--- src/rtl/jt1943_sndcmd.sv ---
// Main-to-sound command path: 4-deep command FIFO read by the sound CPU, a main-side
// sound-reset register and the periodic sound interrupt timed by the 3 MHz enable.
module jt1943_sndcmd #(
    parameter int INT_PERIOD = 12500,
    parameter int INT_WIDTH  = 16,
    parameter int AW         = 2
) (
    input  logic       clk,
    input  logic       rst,
    input  logic       cen3,
    input  logic       main_cen,
    input  logic [7:0] main_dout,
    input  logic       main_latch_cs,
    input  logic       main_sres_cs,
    input  logic       snd_latch_rd,
    output logic [7:0] latch,
    output logic       sres_b,
    output logic       snd_int,
    output logic       full,
    output logic       empty,
    output logic       ovf
);

    localparam int              DEPTH    = 2**AW;
    localparam int              CW       = (INT_PERIOD > 1) ? $clog2(INT_PERIOD) : 1;
    localparam logic [CW-1:0]   TMR_LAST = CW'(INT_PERIOD - 1);
    localparam logic [CW-1:0]   TMR_HI   = CW'(INT_WIDTH);
    localparam logic [AW:0]     CNT_FULL = (AW+1)'(DEPTH);

    logic [7:0]    mem_q [DEPTH];
    logic [7:0]    mem_d [DEPTH];
    logic [AW-1:0] wr_q, wr_d;
    logic [AW-1:0] rd_q, rd_d;
    logic [AW:0]   cnt_q, cnt_d;
    logic [7:0]    latch_q, latch_d;
    logic          ovf_q, ovf_d;
    logic          sres_q, sres_d;
    logic          rdly_q, rdly_d;
    logic [CW-1:0] tmr_q, tmr_d;
    logic          int_q, int_d;

    logic          push_req, pop_req, push_fire, pop_fire;
    logic          full_c, empty_c;

    always_comb begin
        push_req  = main_latch_cs & main_cen;
        pop_req   = snd_latch_rd & ~rdly_q;
        full_c    = (cnt_q == CNT_FULL);
        empty_c   = (cnt_q == '0);
        pop_fire  = pop_req & ~empty_c;
        // A pop in the same cycle frees the slot, so a push into a full FIFO still lands.
        push_fire = push_req & (~full_c | pop_fire);

        mem_d   = mem_q;
        wr_d    = wr_q;
        rd_d    = rd_q;
        cnt_d   = cnt_q;
        latch_d = latch_q;
        ovf_d   = ovf_q;
        sres_d  = sres_q;
        rdly_d  = snd_latch_rd;
        tmr_d   = tmr_q;
        int_d   = int_q;

        if (main_sres_cs & main_cen)
            sres_d = main_dout[0];

        if (!sres_q) begin
            wr_d    = '0;
            rd_d    = '0;
            cnt_d   = '0;
            latch_d = 8'h00;
            ovf_d   = 1'b0;
            tmr_d   = '0;
            int_d   = 1'b0;
        end else begin
            if (!empty_c)
                latch_d = mem_q[rd_q];
            if (push_fire) begin
                mem_d[wr_q] = main_dout;
                wr_d        = wr_q + 1'b1;
            end
            if (pop_fire)
                rd_d = rd_q + 1'b1;
            case ({push_fire, pop_fire})
                2'b10:   cnt_d = cnt_q + 1'b1;
                2'b01:   cnt_d = cnt_q - 1'b1;
                default: cnt_d = cnt_q;
            endcase
            if (push_req & full_c & ~pop_fire)
                ovf_d = 1'b1;
            if (cen3) begin
                int_d = (tmr_q < TMR_HI);
                tmr_d = (tmr_q == TMR_LAST) ? '0 : tmr_q + 1'b1;
            end
        end
    end

    always_ff @(posedge clk) begin
        if (rst) begin
            wr_q    <= '0;
            rd_q    <= '0;
            cnt_q   <= '0;
            latch_q <= 8'h00;
            ovf_q   <= 1'b0;
            sres_q  <= 1'b0;
            rdly_q  <= 1'b0;
            tmr_q   <= '0;
            int_q   <= 1'b0;
        end else begin
            wr_q    <= wr_d;
            rd_q    <= rd_d;
            cnt_q   <= cnt_d;
            latch_q <= latch_d;
            ovf_q   <= ovf_d;
            sres_q  <= sres_d;
            rdly_q  <= rdly_d;
            tmr_q   <= tmr_d;
            int_q   <= int_d;
        end
    end

    // Storage needs no reset: entries are only visible once the count covers them.
    always_ff @(posedge clk) begin
        mem_q <= mem_d;
    end

    assign latch   = latch_q;
    assign sres_b  = sres_q;
    assign snd_int = int_q;
    assign full    = full_c;
    assign empty   = empty_c;
    assign ovf     = ovf_q;

endmodule
--- config.mk ---
export PLATFORM = sky130hd
export DESIGN_NAME = jt1943_sndcmd
export DESIGN_NICKNAME = d
export VERILOG_FILES = /design/src/rtl/jt1943_sndcmd.sv
export SDC_FILE = /design/constraint.sdc
export NUM_CORES = 1
export LEC_CHECK = 0
export CELL_PAD_IN_SITES_DETAIL_PLACEMENT = 0
export CELL_PAD_IN_SITES_GLOBAL_PLACEMENT = 1
export CORE_UTILIZATION = 41
export DETAILED_ROUTE_END_ITERATION = 7
export GPL_TIMING_DRIVEN = 0
export PLACE_DENSITY = 0.87
export SETUP_SLACK_MARGIN = 0.2
export SYNTH_ARGS = -nofsm -noshare
export SYNTH_HDL_FRONTEND = slang
export SYNTH_SLANG_ARGS = --single-unit
--- constraint.sdc ---
create_clock -name clk -period 2.1 [get_ports clk]
set_clock_uncertainty 0.1 [all_clocks]
set_input_delay 0.42 -clock clk [delete_from_list [all_inputs] [get_ports clk]]
set_output_delay 0.42 -clock clk [all_outputs]
set_load 0.005 [all_outputs]
Word level (Yosys, flattened, before mapping):

Index checks and enable logic that the tools add are counted.
Widths: inputs -> output; s select.

* flip-flop bits (word level): 65
* input port bits: 15
* output and inout port bits: 13

* add/subtract/negate cells: 5
* $lt $le $gt $ge: 4
* equality and inequality tests: 4
* multiplexer cells: 8
* bitwise gates (word level): 15
* reduce and logical (&&, ||, !) cells: 5

Operators by type and width (count)
* $bwmux 32: 1
* $mux 8: 3
* $bmux 8 s2: 1
* $demux 8 s2: 1
* $add 14x1->14 const B: 1
* $eq 14x14->1 const B: 1
* $lt 14x5->1 const B: 1
* $mux 14: 1
* $and 1x1->1: 7
* $ge 3x3->1 const B: 2
* $not 2->3: 2
* $pmux 3 s2: 1
* $not 1->1: 5
* $add 2x1->2 const B: 2
* $add 3x1->3 const B: 1
* $eq 3x3->1 const B: 1
* $logic_not 3->1: 1
* $lt 3x1->1 const B: 1
* $sub 3x1->3 const B: 1
* $eq 2x1->1 const B: 1
* $eq 2x2->1 const B: 1
* $reduce_and 2->1: 1
* $reduce_bool 2->1: 1
* $reduce_or 2->1: 1
* 2 further kinds: 2

Longest topological paths before layout:

* depth in word-level cells: 7
* mapped depth: 11
* gate-level depth less buffers: 9

Least setup slack after synthesis:

Ideal clock, no wire load.

* kind: register to register
* start: register cnt_q[0]
* end: register cnt_q[2]
* setup time: 0.070 ns
* data arrival time: 2.164 ns
* slack: -0.233 ns
* cell stages (with the launch flop): 12
* clock period less this slack: 2.333 ns
* path through: dfxtp_1 > or3_1 > buf_2 > inv_1 > buf_2 > nor2_1 > ha_1 > inv_1 > fa_1 > xor2_1 > or3_1 > a21oi_1

* cells in the longest elaborated chain, start to end: 7
* elaborated cells between the ends (all ways): 13

RTL lines
* from (decl): line 34 `logic [AW:0] cnt_q, cnt_d;`
* from (signal assigned): line 113 `cnt_q <= cnt_d;`
* $logic_not 3->1 *: line 49 `empty_c = (cnt_q == '0);`
* named net empty: line 20 `output logic empty,`
* $not 1->1 *: line 50 `pop_fire = pop_req & ~empty_c;`
* $and 1x1->1 *: line 50
* named net pop_fire: line 42 `logic push_req, pop_req, push_fire, pop_fire;`
* $or 1x1->1: line 52 `push_fire = push_req & (~full_c | pop_fire);`
* $and 1x1->1: line 52
* $eq 2x1->1 / $eq 2x2->1 (equally long branches): line 85 `case ({push_fire, pop_fire})`
* $pmux 3 s2 / $reduce_bool 2->1 (equally long branches)

The timed path passes the listed nets; every way through them passes the cells marked *.
A chain may end at the register's enable or synchronous reset.

Worst setup path after layout:

* start: input port snd_latch_rd
* end: register cnt_q[2]

* cells in the longest elaborated chain, start to end: 6
* elaborated cells between the ends (all ways): 8

RTL lines
* from (decl): line 15 `input logic snd_latch_rd,`
* $and 1x1->1 *: line 47 `pop_req = snd_latch_rd & ~rdly_q;`
* $and 1x1->1 *: line 50
* named net pop_fire: line 42
* $or 1x1->1: line 52
* $and 1x1->1: line 52
* $eq 2x1->1 / $eq 2x2->1 (equally long branches): line 85
* $pmux 3 s2 / $reduce_bool 2->1 (equally long branches)

Marked as above.

==> impl_metrics.env <==
export IMPL_chipWidth_um=82.4
export IMPL_cts_buffer_depth=2
export IMPL_yosys_cell_count_top_type="dfxtp_1"
export IMPL_final_setup_tns_ps=-17.5
export IMPL_hold_worst_slack_ps=243
export IMPL_grt_pass1_vias=1664
export IMPL_htreeDepth=3
export IMPL_drc=0
export IMPL_crit_family="simple AND/OR/NAND/NOR gates"
export IMPL_drive_gt1_share_pct=22.7
export IMPL_antenna_found_initial=0
export IMPL_max_slew_margin_rel_pct=61.0
export IMPL_rsz0062_at_grt="yes"
export IMPL_met1_usage_pct=20.9
export IMPL_netlist_top_cells_count="dfxtp_1 (33), edfxtp_1 (32), nor2_1 (25), nand2_1 (23), xnor2_1 (14)"
export IMPL_gp_congestion=0.768
export IMPL_endpoint_kind="flop"
export IMPL_synth_cell_type_count=32
export IMPL_port_buffers=26
export IMPL_fmax_mhz=472
export IMPL_synth_top_cell_area_share_pct=36.3
export IMPL_timing_final_crit_share_pct=101
export IMPL_synth_largest_area_cell="edfxtp_1"
export IMPL_avgViaCountPerCell=5.01
export IMPL_power_density_mw_per_mm2=773
export IMPL_fin_nets=281
export IMPL_cp_depth=9
export IMPL_row_count=28
export IMPL_worst_skew_pair_late_latency_ps=340
export IMPL_min_path_cells=3
export IMPL_fp_dieArea_mm2=0.00679
export IMPL_synth_edf_count=32
export IMPL_setup_ws_ps=-17.5
export IMPL_cp_arrival_ps=2300
export IMPL_initial_utilization_pct=43.7
export IMPL_die_y_um=82.4
export IMPL_violations="setup timing"
export IMPL_hpwl_um=3210
export IMPL_max_stage_delay_ps=520
export IMPL_worst_hold_path_endpoint="tmr_q[0]"
export IMPL_required_ps=2280
export IMPL_rrSetupSlack_ps=-10
export IMPL_crit_slowest_cell="clkdlybuf4s50_1"
export IMPL_worst_r2r_path_depth=11
export IMPL_r2r_end="cnt_q[2]"
export IMPL_cts_sinks=65
export IMPL_firstDrtPassIters=4
export IMPL_maxCapViolations=0
export IMPL_place_ws_ps=-555
export IMPL_synth_ff_type="dfxtp_1"
export IMPL_synth_fp_nets=236
export IMPL_grt_overflow=0
export IMPL_ir_worst_vdd_uv=485
export IMPL_drt_initial_drc_count=90
export IMPL_hold_class="in2reg"
export IMPL_synthesis_area_mm2=0.00265
export IMPL_area_growth_pct=27.4
export IMPL_worst_pin_slew_ps=585
export IMPL_avgRoutedWirePerCell_um=14.4
export IMPL_clkTransAtPathRegs_ps=80
export IMPL_finalCriticalPeriod_ps=2120
export IMPL_grt_total_usage_pct=16.9
export IMPL_cp_max_fo=4
export IMPL_startpoint_type="input port"
export IMPL_synthTopCellsByArea="edfxtp_1 (36%), dfxtp_1 (25%), mux4_2 (6.8%)"
export IMPL_ys_ff_latch=65
export IMPL_setup_violations_final=1
export IMPL_ys_seq_area_share_pct=61.2
export IMPL_cp_num_buf_inv=2
export IMPL_ant_nets=0
export IMPL_dpl_instance_area_mm2=0.00305
export IMPL_cts_root_buf="clkbuf_8"
export IMPL_cts_buffers=9
export IMPL_core_area_mm2=0.00606
export IMPL_syn_avg_cell_area_um2=12.4
export IMPL_grt_pass1_wl_um=8050
export IMPL_worstHoldStart="cen3"
export IMPL_met3_usage_pct=5.16
export IMPL_p_leak_nw=1.08
export IMPL_status="complete, but fails checks"
export IMPL_critical_path_class="in2reg"
export IMPL_finalInstanceArea_mm2=0.00338
export IMPL_grt_util_met2_pct=26.9
export IMPL_yosys_warnings=0
export IMPL_hold_violations=0
export IMPL_routed_wl_um=4870
export IMPL_io_pins=28
export IMPL_num_vias=1698
export IMPL_cts_tree="built"
export IMPL_top_usage_layer="met2"
export IMPL_report_final_slew_viol_count=0
export IMPL_grt_max_degree=14
export IMPL_crit_chain="clkdlybuf4s50_1 > nand2b_4 > nor2_4 > ha_4 > inv_2 > fa_2 > xor2_1 > or3_1 > a21oi_2"
export IMPL_synth_async_reset_ratio_pct=0
export IMPL_antenna_cells=0
export IMPL_syn_inst=214
export IMPL_r2r_start="cnt_q[0]"
-- power by group --
part | total (W) | switching, W | leakage (nW) | internal [W]
clock | 0.00119 | 0.000514 | 0.106 | 0.000678
sequential | 0.00133 | 0.00000311 | 0.556 | 0.00133
combinational | 0.0000840 | 0.0000378 | 0.414 | 0.0000462
-- cell families after synthesis --
family                     after synthesis  share of synthesized area [%]
AOI/OAI and AO/OA                       17                           3.59
xor gates and xnor gates                17                           5.62
adders and majority gates                7                           3.59
buffers and inverters                   18                           3.64
DFF                                     65                           61.2
muxes                                   11                           7.93
and+or+nand+nor                         79                           14.4
-- worst reg2reg max path, cell delays in order, from the launching register on --
cell and delay, ps:
dfxtp_2 370, or3_4 130, buf_6 90, inv_4 30, buf_8 110, nor2_4 120, ha_4 150, inv_2 30
fa_2 330, xor2_1 160, or3_1 320, a21oi_2 110
-- cell usage in the layout (no fill, tap or decap), types with 2 or more instances in the layout --
master	count
buf_6	3
and3_2	4
dfxtp_2	2
a21oi_1	11
inv_6	2
mux2i_1	3
clkinvlp_4	2
nor4_1	6
ha_1	5
clkbuf_8	10
clkbuf_1	2
nor3_1	2
or3_1	2
o21ai_0	2
bufinv_16	2
nor2_1	23
xor2_1	3
nand3_1	5
mux4_2	8
edfxtp_1	32
dfxtp_1	30
nand2_1	23
nand4_1	2
inv_1	8
buf_4	8
clkdlybuf4s50_1	24
xnor2_1	14
-- area by class of cell --
class                           instances  area, um2
Timing Repair Buffer                   34        314
Buffer                                  8       75.1
Sequential cell                        65       1630
Multi-Input combinational cell        131       1000
Clock buffer                            9        124
Fill cell                             502       2680
Clock inverter                          7        101
Inverter                               10       40.0
Tap cell                               75       93.8
-- flip-flops by register name, summed over array words and instances, names as in the netlist --
name and count:
mem_q 32, cnt_q 3, sres_b 1, ovf 1, rd_q 2, latch 8, rdly_q 1, tmr_q 14
wr_q 2, snd_int 1
-- what timing repair did --
item                                   CTS  global route
setup buffers                            6             2
cloned                                   0             0
hold buffers                             0             0
pin swaps                                3             3
resized for setup                        8            11
setup endpoints to repair               37            35
endpoints found under the hold margin    0             0
-- how the worst max path moves through the flow --
stage	start	to	slack, ps
final	snd_latch_rd	cnt_q[2]	-20
after global routing	cnt_q[1]	cnt_q[2]	-130
after CTS	cnt_q[1]	cnt_q[2]	-60
after detailed placement	snd_latch_rd	cnt_q[2]	-560
after global placement	snd_latch_rd	cnt_q[2]	-520
after floorplan	cnt_q[0]	cnt_q[2]	50
-- layer usage --
metal	vias to the layer above	share of wire, %
li1	855	-
met1	796	44
met2	38	50
met3	9	4.8
met4	0	1.1
met5	-	0
-- per-stage QoR --
stage          utilization (%)  total power [W]  instances
5_1_grt                   55.7          0.00269        339
3_5_place_dp              50.3          0.00144        315
4_1_cts                   55.1          0.00263        337
6_report                  55.7          0.00261        339
3_3_place_gp              50.3          0.00144        315
2_1_floorplan                -          0.00140        214
Note: power is estimated with default switching activity, not from simulation.
